$ cat src/rtl/irq_pkg.sv
// rtl/irq_pkg.sv - shared types and defaults for the interrupt controller
package irq_pkg;

    // Default number of interrupt sources.
    localparam int NSRC_DEFAULT = 4;

    // Request FSM states.
    typedef enum logic [1:0] {
        ST_IDLE    = 2'd0,
        ST_REQ     = 2'd1,
        ST_SERVICE = 2'd2
    } irq_state_t;

endpackage

$ cat src/rtl/irq_sync_edge.sv
// rtl/irq_sync_edge.sv - one-bit synchroniser followed by a rising-edge detector
//
// Ports:
//   clk   - clock
//   rst   - synchronous active-high reset, clears sync and history flops
//   din   - asynchronous level input
//   rise  - high for one cycle after the synchronised level goes 0 -> 1
module irq_sync_edge #(
    parameter int SYNC_STAGES = 2
) (
    input  logic clk,
    input  logic rst,
    input  logic din,
    output logic rise
);

    logic [SYNC_STAGES-1:0] sync;
    logic                   hist;

    always_ff @(posedge clk) begin
        if (rst) begin
            sync <= '0;
            hist <= 1'b0;
        end else begin
            sync <= {sync[SYNC_STAGES-2:0], din};
            hist <= sync[SYNC_STAGES-1];
        end
    end

    // Because history is cleared by reset, a source still high after reset
    // is seen as a fresh edge.
    assign rise = sync[SYNC_STAGES-1] & ~hist;

endmodule

$ cat src/rtl/irq_ctrl.sv
// rtl/irq_ctrl.sv - prioritised, non-nesting interrupt controller
//
// Ports:
//   clk, rst       - clock, synchronous active-high reset
//   irq_in         - asynchronous level sources, rising edge = event
//   en_we/en_wdata - enable register write strobe and data
//   int_ack        - CPU has taken the interrupt (honoured in REQ only)
//   int_done       - CPU return-from-interrupt (honoured in SERVICE only)
//   int_sig        - registered interrupt request
//   int_vec        - index of the requested / serviced source
//   pending        - pending-event register
//   en             - enable register
//   busy           - high while the CPU services an interrupt
module irq_ctrl
    import irq_pkg::*;
#(
    parameter int NSRC        = NSRC_DEFAULT,
    parameter int SYNC_STAGES = 2,
    localparam int VW         = $clog2(NSRC)
) (
    input  logic            clk,
    input  logic            rst,
    input  logic [NSRC-1:0] irq_in,
    input  logic            en_we,
    input  logic [NSRC-1:0] en_wdata,
    input  logic            int_ack,
    input  logic            int_done,
    output logic            int_sig,
    output logic [VW-1:0]   int_vec,
    output logic [NSRC-1:0] pending,
    output logic [NSRC-1:0] en,
    output logic            busy
);

    irq_state_t      state, state_nx;
    logic [NSRC-1:0] rise_vec;
    logic [NSRC-1:0] ready;
    logic [VW-1:0]   sel_vec;
    logic            sig_nx;
    logic [VW-1:0]   vec_nx;
    logic            busy_nx;
    logic [NSRC-1:0] pend_nx;
    logic [NSRC-1:0] en_nx;

    for (genvar g = 0; g < NSRC; g++) begin : g_src
        irq_sync_edge #(
            .SYNC_STAGES(SYNC_STAGES)
        ) u_sync_edge (
            .clk  (clk),
            .rst  (rst),
            .din  (irq_in[g]),
            .rise (rise_vec[g])
        );
    end

    // Lowest enabled pending index wins; scanning downward lets the last
    // hit be the lowest index.
    always_comb begin
        ready   = pending & en;
        sel_vec = '0;
        for (int i = NSRC - 1; i >= 0; i--) begin
            if (ready[i]) begin
                sel_vec = VW'(i);
            end
        end
    end

    always_comb begin
        state_nx = state;
        sig_nx   = int_sig;
        vec_nx   = int_vec;
        busy_nx  = busy;
        pend_nx  = pending;
        en_nx    = en_we ? en_wdata : en;

        case (state)
            ST_IDLE: begin
                if (|ready) begin
                    state_nx = ST_REQ;
                    sig_nx   = 1'b1;
                    vec_nx   = sel_vec;
                end
            end
            ST_REQ: begin
                // Request is frozen until acknowledged, whatever en or
                // pending do meanwhile.
                if (int_ack) begin
                    state_nx         = ST_SERVICE;
                    sig_nx           = 1'b0;
                    busy_nx          = 1'b1;
                    pend_nx[int_vec] = 1'b0;
                end
            end
            ST_SERVICE: begin
                if (int_done) begin
                    state_nx = ST_IDLE;
                    busy_nx  = 1'b0;
                end
            end
            default: begin
                state_nx = ST_IDLE;
                sig_nx   = 1'b0;
                busy_nx  = 1'b0;
            end
        endcase

        // Applied after the ack clear so a coincident new event survives.
        pend_nx = pend_nx | rise_vec;
    end

    always_ff @(posedge clk) begin
        if (rst) begin
            state   <= ST_IDLE;
            int_sig <= 1'b0;
            int_vec <= '0;
            busy    <= 1'b0;
            pending <= '0;
            en      <= '0;
        end else begin
            state   <= state_nx;
            int_sig <= sig_nx;
            int_vec <= vec_nx;
            busy    <= busy_nx;
            pending <= pend_nx;
            en      <= en_nx;
        end
    end

endmodule

$ cat config.mk
export PLATFORM = sky130hd
export DESIGN_NAME = irq_ctrl
export DESIGN_NICKNAME = d
export VERILOG_FILES = /design/src/rtl/irq_pkg.sv /design/src/rtl/irq_sync_edge.sv /design/src/rtl/irq_ctrl.sv
export SDC_FILE = /design/constraint.sdc
export NUM_CORES = 1
export LEC_CHECK = 0
export CAP_MARGIN = 20
export CORE_MARGIN = 5
export CORE_UTILIZATION = 45
export DETAILED_ROUTE_END_ITERATION = 8
export GPL_TIMING_DRIVEN = 0
export PLACE_DENSITY = 0.75
export SLEW_MARGIN = 20
export SYNTH_ARGS = -nofsm -noshare
export SYNTH_HDL_FRONTEND = slang
export SYNTH_SLANG_ARGS = --single-unit
$ cat constraint.sdc
create_clock -name clk -period 1.12 [get_ports clk]
set_input_delay 0.168 -clock clk [delete_from_list [all_inputs] [get_ports clk]]
set_output_delay 0.168 -clock clk [all_outputs]
set_load 0.02 [all_outputs]
# ---- Word level (Yosys, flattened, before mapping)
# Index checks and enable logic that the tools add are counted.
dict set report word_totals {
  register_bits 26
  inputBits 13
  output_inout_bits 12
}
dict set report classes {
  bitwise 14
  n_eq_ne 5
  n_mux 18
  magnitude_cmp 2
  n_reduce_logical 7
}
# op n
set op_table {}
lappend op_table {{$mux W2} 7}
lappend op_table {{$reduce_and A3 Y1} 3}
lappend op_table {{$and A4 B4 Y4} 2}
lappend op_table {{$mux W4} 2}
lappend op_table {{$ne A2 B2 Y1 const B} 3}
lappend op_table {{$not A1 Y1} 6}
lappend op_table {{$pmux W1 S3} 2}
lappend op_table {{$pmux W2 S3} 1}
lappend op_table {{$mux W1} 5}
lappend op_table {{$and A1 B1 Y1} 4}
lappend op_table {{$not A4 Y4} 1}
lappend op_table {{$or A4 B4 Y4} 1}
lappend op_table {{$reduce_or A4 Y1} 1}
lappend op_table {{$lt A2 B3 Y1 const B} 1}
lappend op_table {{$demux W1 S2} 1}
lappend op_table {{$eq A2 B1 Y1 const B} 1}
lappend op_table {{$eq A2 B2 Y1 const B} 1}
lappend op_table {{$ge A2 B1 Y1 const B} 1}
lappend op_table {{$logic_not A2 Y1} 1}
lappend op_table {{$reduce_and A2 Y1} 1}
lappend op_table {{$logic_and A1 B1 Y1} 1}

# ---- Logic depth before layout (Yosys ltp)
# Gate-level depths: netlist of the first run.
dict set report logic_depth {
  ltp_word 9
  mapped_depth 4
  mapped_depth_nobuf 3
}

# ---- Modules after synthesis
# A second synthesis of the first run with hierarchy kept.
dict set report hier_totals {
  cells_unflattened 90
  area_unflattened_um2 910.9
}
# module cells_each instances area_per_inst_um2 seq_area_each_um2
set by_module_without_submodules {}
lappend by_module_without_submodules {irq_ctrl 62 1 560.5 280.3}
lappend by_module_without_submodules {irq_sync_edge 7 4 87.6 60.1}

# ---- Least setup slack after synthesis of the first run
# Ideal clock, no wire load.
dict set report synth_path {
  path_kind {register to register}
  startpoint {reg pending[3]}
  endpoint {reg int_vec[0]}
  stages_incl_launch_ff 4
  n_path_buf 0
  t_required_ns 1.034
  path_slack_ns 0.061
  synth_period_minus_slack_ns 1.059
  t_arrival_ns 0.972
  setup_ns 0.086
  cell_sequence {dfxtp_1 -> a21oi_1 -> a31o_1 -> a221oi_2}
}
dict set report synth_via {
  elab_chain_len 5
}
# element line_no
set synth_lines {}
lappend synth_lines {{from (decl)} irq_ctrl.sv:30} ;# output logic [NSRC-1:0] pending,
lappend synth_lines {{from (signal assigned)} irq_ctrl.sv:124} ;# pending <= pend_nx;
lappend synth_lines {{$and A4 B4 Y4 *} irq_ctrl.sv:59} ;# ready = pending & en;
lappend synth_lines {{$mux W2 (4 in series)} irq_ctrl.sv:62} ;# if (ready[i]) begin
lappend synth_lines {{to (signal assigned)} irq_ctrl.sv:122} ;# int_vec <= vec_nx;
lappend synth_lines {{to (decl)} irq_ctrl.sv:29} ;# output logic [VW-1:0] int_vec,
# Mark *: on every way between the ends. The rest lies on a longest branch, timed or not.
# A chain may end at the register's enable or synchronous reset.

# ---- Final worst setup path of the first run
dict set report layout_path {
  startpoint {reg state[0]}
  endpoint {reg state[1]}
}
dict set report layout_via {
  elab_chain_len 3
}
# element line_no
set layout_lines {}
lappend layout_lines {{from (decl)} irq_ctrl.sv:35} ;# irq_state_t state, state_nx;
lappend layout_lines {{from (signal assigned)} irq_ctrl.sv:120} ;# state <= state_nx;
lappend layout_lines {{$eq A2 B2 Y1, or another cell as far along} irq_ctrl.sv:76} ;# case (state)
lappend layout_lines {{$ne A2 B2 Y1 (no line)} -}
lappend layout_lines {{$reduce_and A3 Y1 (no line)} -}
# Parallel ways exist; a longest one is shown, timed or not.

==> qor.json, run 1 <==
{
  "crit_path_max_incr_delay_ns": 0.38,
  "clock-root-buffer": "sky130_fd_sc_hd__clkbuf_4",
  "synth_edf_count": 0,
  "timing.final.crit_period_ns": 1.09,
  "worst-setup-path-type": "reg2reg",
  "tritoncts_clock_tree": "built",
  "timing.final.max_slew_violations": 0,
  "post-cts-setup-buffers": 0,
  "synthesized_instance_count": 90,
  "layout_worst_path_cycle_share_pct": 97.7,
  "avgSynthCellArea_um2": 10.2,
  "crit_path_cell_trace": "buf_2 -> or3b_1 -> a21oi_1",
  "post_drt_wl_per_cell_um": 13.6,
  "slowest_stage": "sky130_fd_sc_hd__or3b_1",
  "totalPowerFinal_mw": 1.85,
  "maxSlewHeadroom_pct": 81.3,
  "ys_warn_count": 0,
  "cts.clk_slew.worst_paths_ns": 0.15,
  "startpoint_type": "flop",
  "grt_antenna_before_repair": 0,
  "firstDrtPassIters": 4,
  "hold_class": "in2reg",
  "run_status": "finished, final reports clean",
  "setup_viol_count_final": 0,
  "floorplan.initialDensity_pct": 47.0,
  "cts_h_tree_depth": 1,
  "clk_latency_ns": 0.33,
  "core_area_um2": 1960,
  "synth_fp_nets": 103,
  "report.final.hold_viol_count": 0,
  "netlist.area_leader.share_pct": 56.4,
  "filler_cell_count": 194,
  "grt_first_pass_wirelength_um": 3230,
  "numPlacedInstances": 140,
  "max_freq_ghz": 0.914,
  "finalNonFillerCells": 145,
  "number_of_global_route_vias_before_repair": 733,
  "worst-endpoint-arrival_ns": 1.35,
  "nNetsFinal": 132,
  "largest_cells_by_area_after_synthesis": "sky130_fd_sc_hd__dfxtp_1, sky130_fd_sc_hd__nor2b_1, sky130_fd_sc_hd__a21oi_1, sky130_fd_sc_hd__mux2i_1, sky130_fd_sc_hd__o21ai_0",
  "async_reset_ff_share_pct": 0,
  "synth_seq_area_share_pct": 56.4,
  "ff_latch_area_um2": 536,
  "cts_num_sinks": 26,
  "drt-vias-per-instance": 5.12,
  "die-width_um": 55.3,
  "drive_above_1_share_pct": 30.5,
  "drtAntennaViolNets": 0,
  "grt_start_max_net_pins": 16,
  "timing.clock.skew_ns": 0.0101,
  "power.leakage_nw": 0.482,
  "cts-root-to-sink-buffers": 2,
  "worst_setup_path_end_kind": "flop",
  "grt_setup_unrepaired": "true",
  "routed-via-count": 743,
  "initialDrtViolationCount": 10,
  "slew_of_the_pin_with_the_lowest_slew_margin_ns": 0.281,
  "fp.dieArea_um2": 3050,
  "synthesis.area_um2": 922,
  "drc": 0,
  "worstPathMaxFanout": 5,
  "yosys_most_used_dff": "sky130_fd_sc_hd__dfxtp_1",
  "gp_routability_congestion": 0.783,
  "synth_most_common_cell": "sky130_fd_sc_hd__dfxtp_1",
  "syn_to_final_growth_pct": 30.7,
  "global_route.overflow_total": 0,
  "grt_use_total_pct": 13.2,
  "max-cap-violations": 0,
  "detailedPlacementHpwl_um": 1360,
  "setup-tns-final_ns": 0,
  "pwr_density_cell_nw_per_um2": 1530,
  "synth.top_cells.by_count": "sky130_fd_sc_hd__dfxtp_1, sky130_fd_sc_hd__nor2b_1, sky130_fd_sc_hd__a21oi_1",
  "cts_buffers": 3,
  "synth.lib_cells_used.distinct": 21,
  "synth_seq_cells": 26,
  "top_level_ports": 25,
  "port_buffers": 23,
  "vdd.ir_drop.worst_v": 0.000990,
  "multi_input_comb_area_um2": 375,
  "num_antenna_cells": 0,
  "detail_route.wirelength_um": 1970,
  "die_boundary_height_um": 55.3,
  "cp.required_ns": 1.38,
  "post_cts_hold_buffer_count": 0,
  "rows": 16,
  "final_util_pct": 61.4,
  "synth_top_area_cell": "sky130_fd_sc_hd__dfxtp_1"
}
==> metrics by stage <==
stage | hold slack [ns] | worst slack, ns | cell area [µm²]
6_report | 0.237 | 0.0255 | 1200
5_1_grt | 0.236 | -0.00830 | 1200
4_1_cts | 0.239 | 0.00408 | 1200
3_5_place_dp | 0.427 | -0.329 | 1190
3_3_place_gp | 0.417 | -0.317 | 1190
2_1_floorplan | 0.240 | 0.0612 | 922
==> sequential cells by signal, indices dropped and copies added (netlist names) <==
name / flops
g_src.u_sync_edge.hist: 4
pending: 4
busy: 1
state: 2
int_vec: 2
en: 4
g_src.u_sync_edge.sync: 8
int_sig: 1
==> worst max-delay path: cells and delay by family (launching register included) <==
kind / cells / cell delay (ns)
AND/OR/NAND/NOR: 1 / 0.38
AO/OA/AOI/OAI: 1 / 0.14
buffers and inverters: 1 / 0.15
flip-flops: 1 / 0.36
==> metal layers <==
metal / global-route usage, % / wire length [µm] / vias to the layer above
li1: - / - / 364
met1: 14.2 / 847 / 345
met2: 22.8 / 960 / 30
met3: 4.66 / 139 / 4
met4: 6.60 / 25 / 0
met5: 0 / 0 / -
==> report_power, final <==
part	leakage (nW)	total [mW]	switching, mW	internal, mW
Clock	0.0279	0.651	0.289	0.362
Sequential	0.218	1.00	0.0296	0.972
Combinational	0.236	0.194	0.0969	0.0974
==> kinds of logic (layout without fill, tap and decap cells) <==
| family | Yosys count | count (layout) | synth area share, % |
|---|---|---|---|
| and+or+nand+nor | 31 | 31 | 20.6 |
| AOI/OAI and AO/OA | 23 | 23 | 15.7 |
| DFF | 26 | 26 | 56.4 |
| muxes | 4 | 4 | 4.34 |
| buffers and inverters | 6 | 34 | 2.85 |
==> area by class of cell <==
class                   count  area share [%]
clock buffers               3            1.87
inverters                   2           0.623
clock inverters             1            2.49
plain buffers               4            2.08
flip-flops and latches     26            44.4
well taps                  27            2.80
repair buffers             24            14.5
multi-input cells          58            31.2
==> timing repair <==
action	CTS	global route
gates cloned	0	1
setup endpoints to repair	14	12
pin swaps	0	2
gates resized for setup	60	6
==> worst paths after layout <==
| kind | startpoint | endpoint | cells after the start | slack [ns] |
|---|---|---|---|---|
| worst min register to register | g_src[3].u_sync_edge.sync[0] | g_src[3].u_sync_edge.sync[1] | 1 | 0.46 |
| worst min-delay path | en_we | en[2] | 3 | 0.24 |
| worst max-delay path | state[0] | state[1] | 3 | 0.03 |
| worst max register to register | state[0] | state[1] | 3 | 0.03 |
==> cells in the final DEF, fill, tap and decap left out, types with 4 or more instances in the layout <==
master                            instances
sky130_fd_sc_hd__nor2_1                   5
sky130_fd_sc_hd__clkdlybuf4s50_1         11
sky130_fd_sc_hd__nand2b_1                 4
sky130_fd_sc_hd__o21ai_0                  6
sky130_fd_sc_hd__buf_2                   13
sky130_fd_sc_hd__dfxtp_1                 14
sky130_fd_sc_hd__nor2b_1                 12
sky130_fd_sc_hd__nand2_1                  4
sky130_fd_sc_hd__dfxtp_2                 12
sky130_fd_sc_hd__mux2i_1                  4
sky130_fd_sc_hd__a21oi_1                 10
Power figures use the tool's default switching activity.
==> inputs of run 2 (changes only) <==
SKIP_CTS_REPAIR_TIMING = 1   (was unset)
==> qor.json, run 2 (same netlist as run 1, synthesis figures left out) <==
{
  "run_status": "finished, final reports clean",
  "timing.final.crit_period_ns": 1.09,
  "drc": 0,
  "worst_r2r_startpoint": "state[0]",
  "register_to_register_setup_slack_ns": 0.03,
  "crit_path_max_incr_delay_ns": 0.36,
  "tritoncts_clock_tree": "built",
  "crit_path_cell_trace": "buf_6 -> buf_4 -> o32a_4 -> nor2_1",
  "hold-path-endpoint": "en[2]",
  "timing.final.max_slew_violations": 0,
  "hold_class": "in2reg",
  "cts_buffers": 3,
  "mostFrequentLayoutCells": "sky130_fd_sc_hd__dfxtp_1, sky130_fd_sc_hd__clkbuf_2, sky130_fd_sc_hd__nor2b_1, sky130_fd_sc_hd__dfxtp_2, sky130_fd_sc_hd__clkdlybuf4s50_1",
  "pwr_density_cell_nw_per_um2": 1490,
  "grt_start_max_net_pins": 16,
  "vdd.ir_drop.worst_v": 0.000989,
  "grt_use_total_pct": 13.1,
  "fp.dieArea_um2": 3050,
  "routed-via-count": 756,
  "slowest_stage": "sky130_fd_sc_hd__dfxtp_2",
  "setup-tns-final_ns": 0,
  "post_drt_wl_per_cell_um": 14.2,
  "final_area_um2": 1250,
  "floorplan.initialDensity_pct": 47.0,
  "global_route.overflow_total": 0,
  "cp.required_ns": 1.39,
  "final_common_cell": "sky130_fd_sc_hd__dfxtp_1",
  "worst_setup_path_end_kind": "flop",
  "gp_routability_congestion": 0.783,
  "nNetsFinal": 133,
  "cts-root-to-sink-buffers": 2,
  "core_area_um2": 1960,
  "filler_cell_count": 184,
  "initialDrtViolationCount": 8,
  "port_buffers": 23,
  "drive_above_1_share_pct": 31.9,
  "max_reg_flops": 8,
  "die-width_um": 55.3,
  "worstPathMaxFanout": 4,
  "registers.top_by_ff_count": "g_src.u_sync_edge.sync",
  "max_freq_ghz": 0.914,
  "number_of_global_route_vias_before_repair": 719,
  "clk_latency_ns": 0.33,
  "maxSlewHeadroom_pct": 81.2,
  "multi_input_comb_area_um2": 399,
  "grt_antenna_before_repair": 0,
  "die_boundary_height_um": 55.3,
  "fin_hold_ws_ns": 0.240,
  "min_delay_path_depth": 3,
  "critPathBufInv": 2,
  "report.final.hold_viol_count": 0,
  "number_of_cells_on_the_worst_reg_to_reg_path": 4,
  "setup_viol_count_final": 0,
  "layout_worst_path_cycle_share_pct": 97.6,
  "clock-root-buffer": "sky130_fd_sc_hd__clkbuf_4",
  "detailedPlacementHpwl_um": 1360,
  "top_level_ports": 25,
  "drt-vias-per-instance": 5.18,
  "worst-endpoint-arrival_ns": 1.36,
  "rows": 16,
  "drtAntennaViolNets": 0,
  "grt_first_pass_wirelength_um": 3190,
  "finalNonFillerCells": 146,
  "cts_h_tree_depth": 1,
  "ff_latch_area_um2": 536,
  "syn_to_final_growth_pct": 35.5,
  "hold_start": "en_we",
  "timing.clock.skew_ns": 0.0105,
  "detail_route.wirelength_um": 2070,
  "totalPowerFinal_mw": 1.87,
  "post_dp_cell_area_um2": 1190,
  "power.leakage_nw": 0.503,
  "cts_num_sinks": 26,
  "critical_path.top_delay_family": "flip-flops",
  "startpoint_type": "flop",
  "cts.clk_slew.worst_paths_ns": 0.15,
  "numPlacedInstances": 140,
  "firstDrtPassIters": 4,
  "max-cap-violations": 0,
  "num_antenna_cells": 0,
  "worst-setup-path-type": "reg2reg",
  "r2r_end": "busy",
  "slew_of_the_pin_with_the_lowest_slew_margin_ns": 0.282
}
## run 2: final cells by class
class / instances / area share [%]
plain buffers: 4 / 2.00
clock buffers: 3 / 1.80
clock inverters: 1 / 2.40
inverters: 2 / 0.601
multi-input cells: 58 / 31.9
flip-flops and latches: 26 / 42.8
well taps: 27 / 2.70
repair buffers: 25 / 15.7
## run 2: worst max-delay path by stage
stage | start | endpoint | slack [ns] | cells after the start
5_1_grt | pending[0] | int_sig | -0.01 | 3
2_1_floorplan | pending[3] | int_vec[0] | 0.06 | 3
3_3_place_gp | rst | busy | -0.32 | 3
4_1_cts | en[2] | en[2] | -0.45 | 1
6_report | state[0] | busy | 0.03 | 4
3_5_place_dp | rst | g_src[2].u_sync_edge.hist | -0.33 | 3
## run 2: tightest hold or removal path, stage by stage
cell                       delay, ns
sky130_fd_sc_hd__clkbuf_1       0.15
sky130_fd_sc_hd__mux2i_1        0.15
sky130_fd_sc_hd__nor2_1         0.07
## run 2: power breakdown
group	internal [mW]	total (mW)	switching, mW	leakage, nW
registers	0.972	1.00	0.0313	0.218
clock network	0.362	0.650	0.288	0.0279
logic	0.108	0.212	0.104	0.257
total	1.44	1.87	0.423	0.503
## run 2: per-layer routing
| layer | GRT usage (%) | vias up | routed length (µm) |
|---|---|---|---|
| met5 | 0 | - | 0 |
| met3 | 4.66 | 6 | 140 |
| li1 | - | 366 | - |
| met1 | 14.2 | 355 | 876 |
| met4 | 6.60 | 0 | 44 |
| met2 | 22.3 | 29 | 1010 |
## run 2: per-stage QoR
stage | setup WS (ns) | utilization (%)
5_1_grt | -0.0134 | 63.7
2_1_floorplan | 0.0612 | -
6_report | 0.0264 | 63.7
4_1_cts | -0.453 | 63.1
3_3_place_gp | -0.317 | 60.5
3_5_place_dp | -0.329 | 60.5
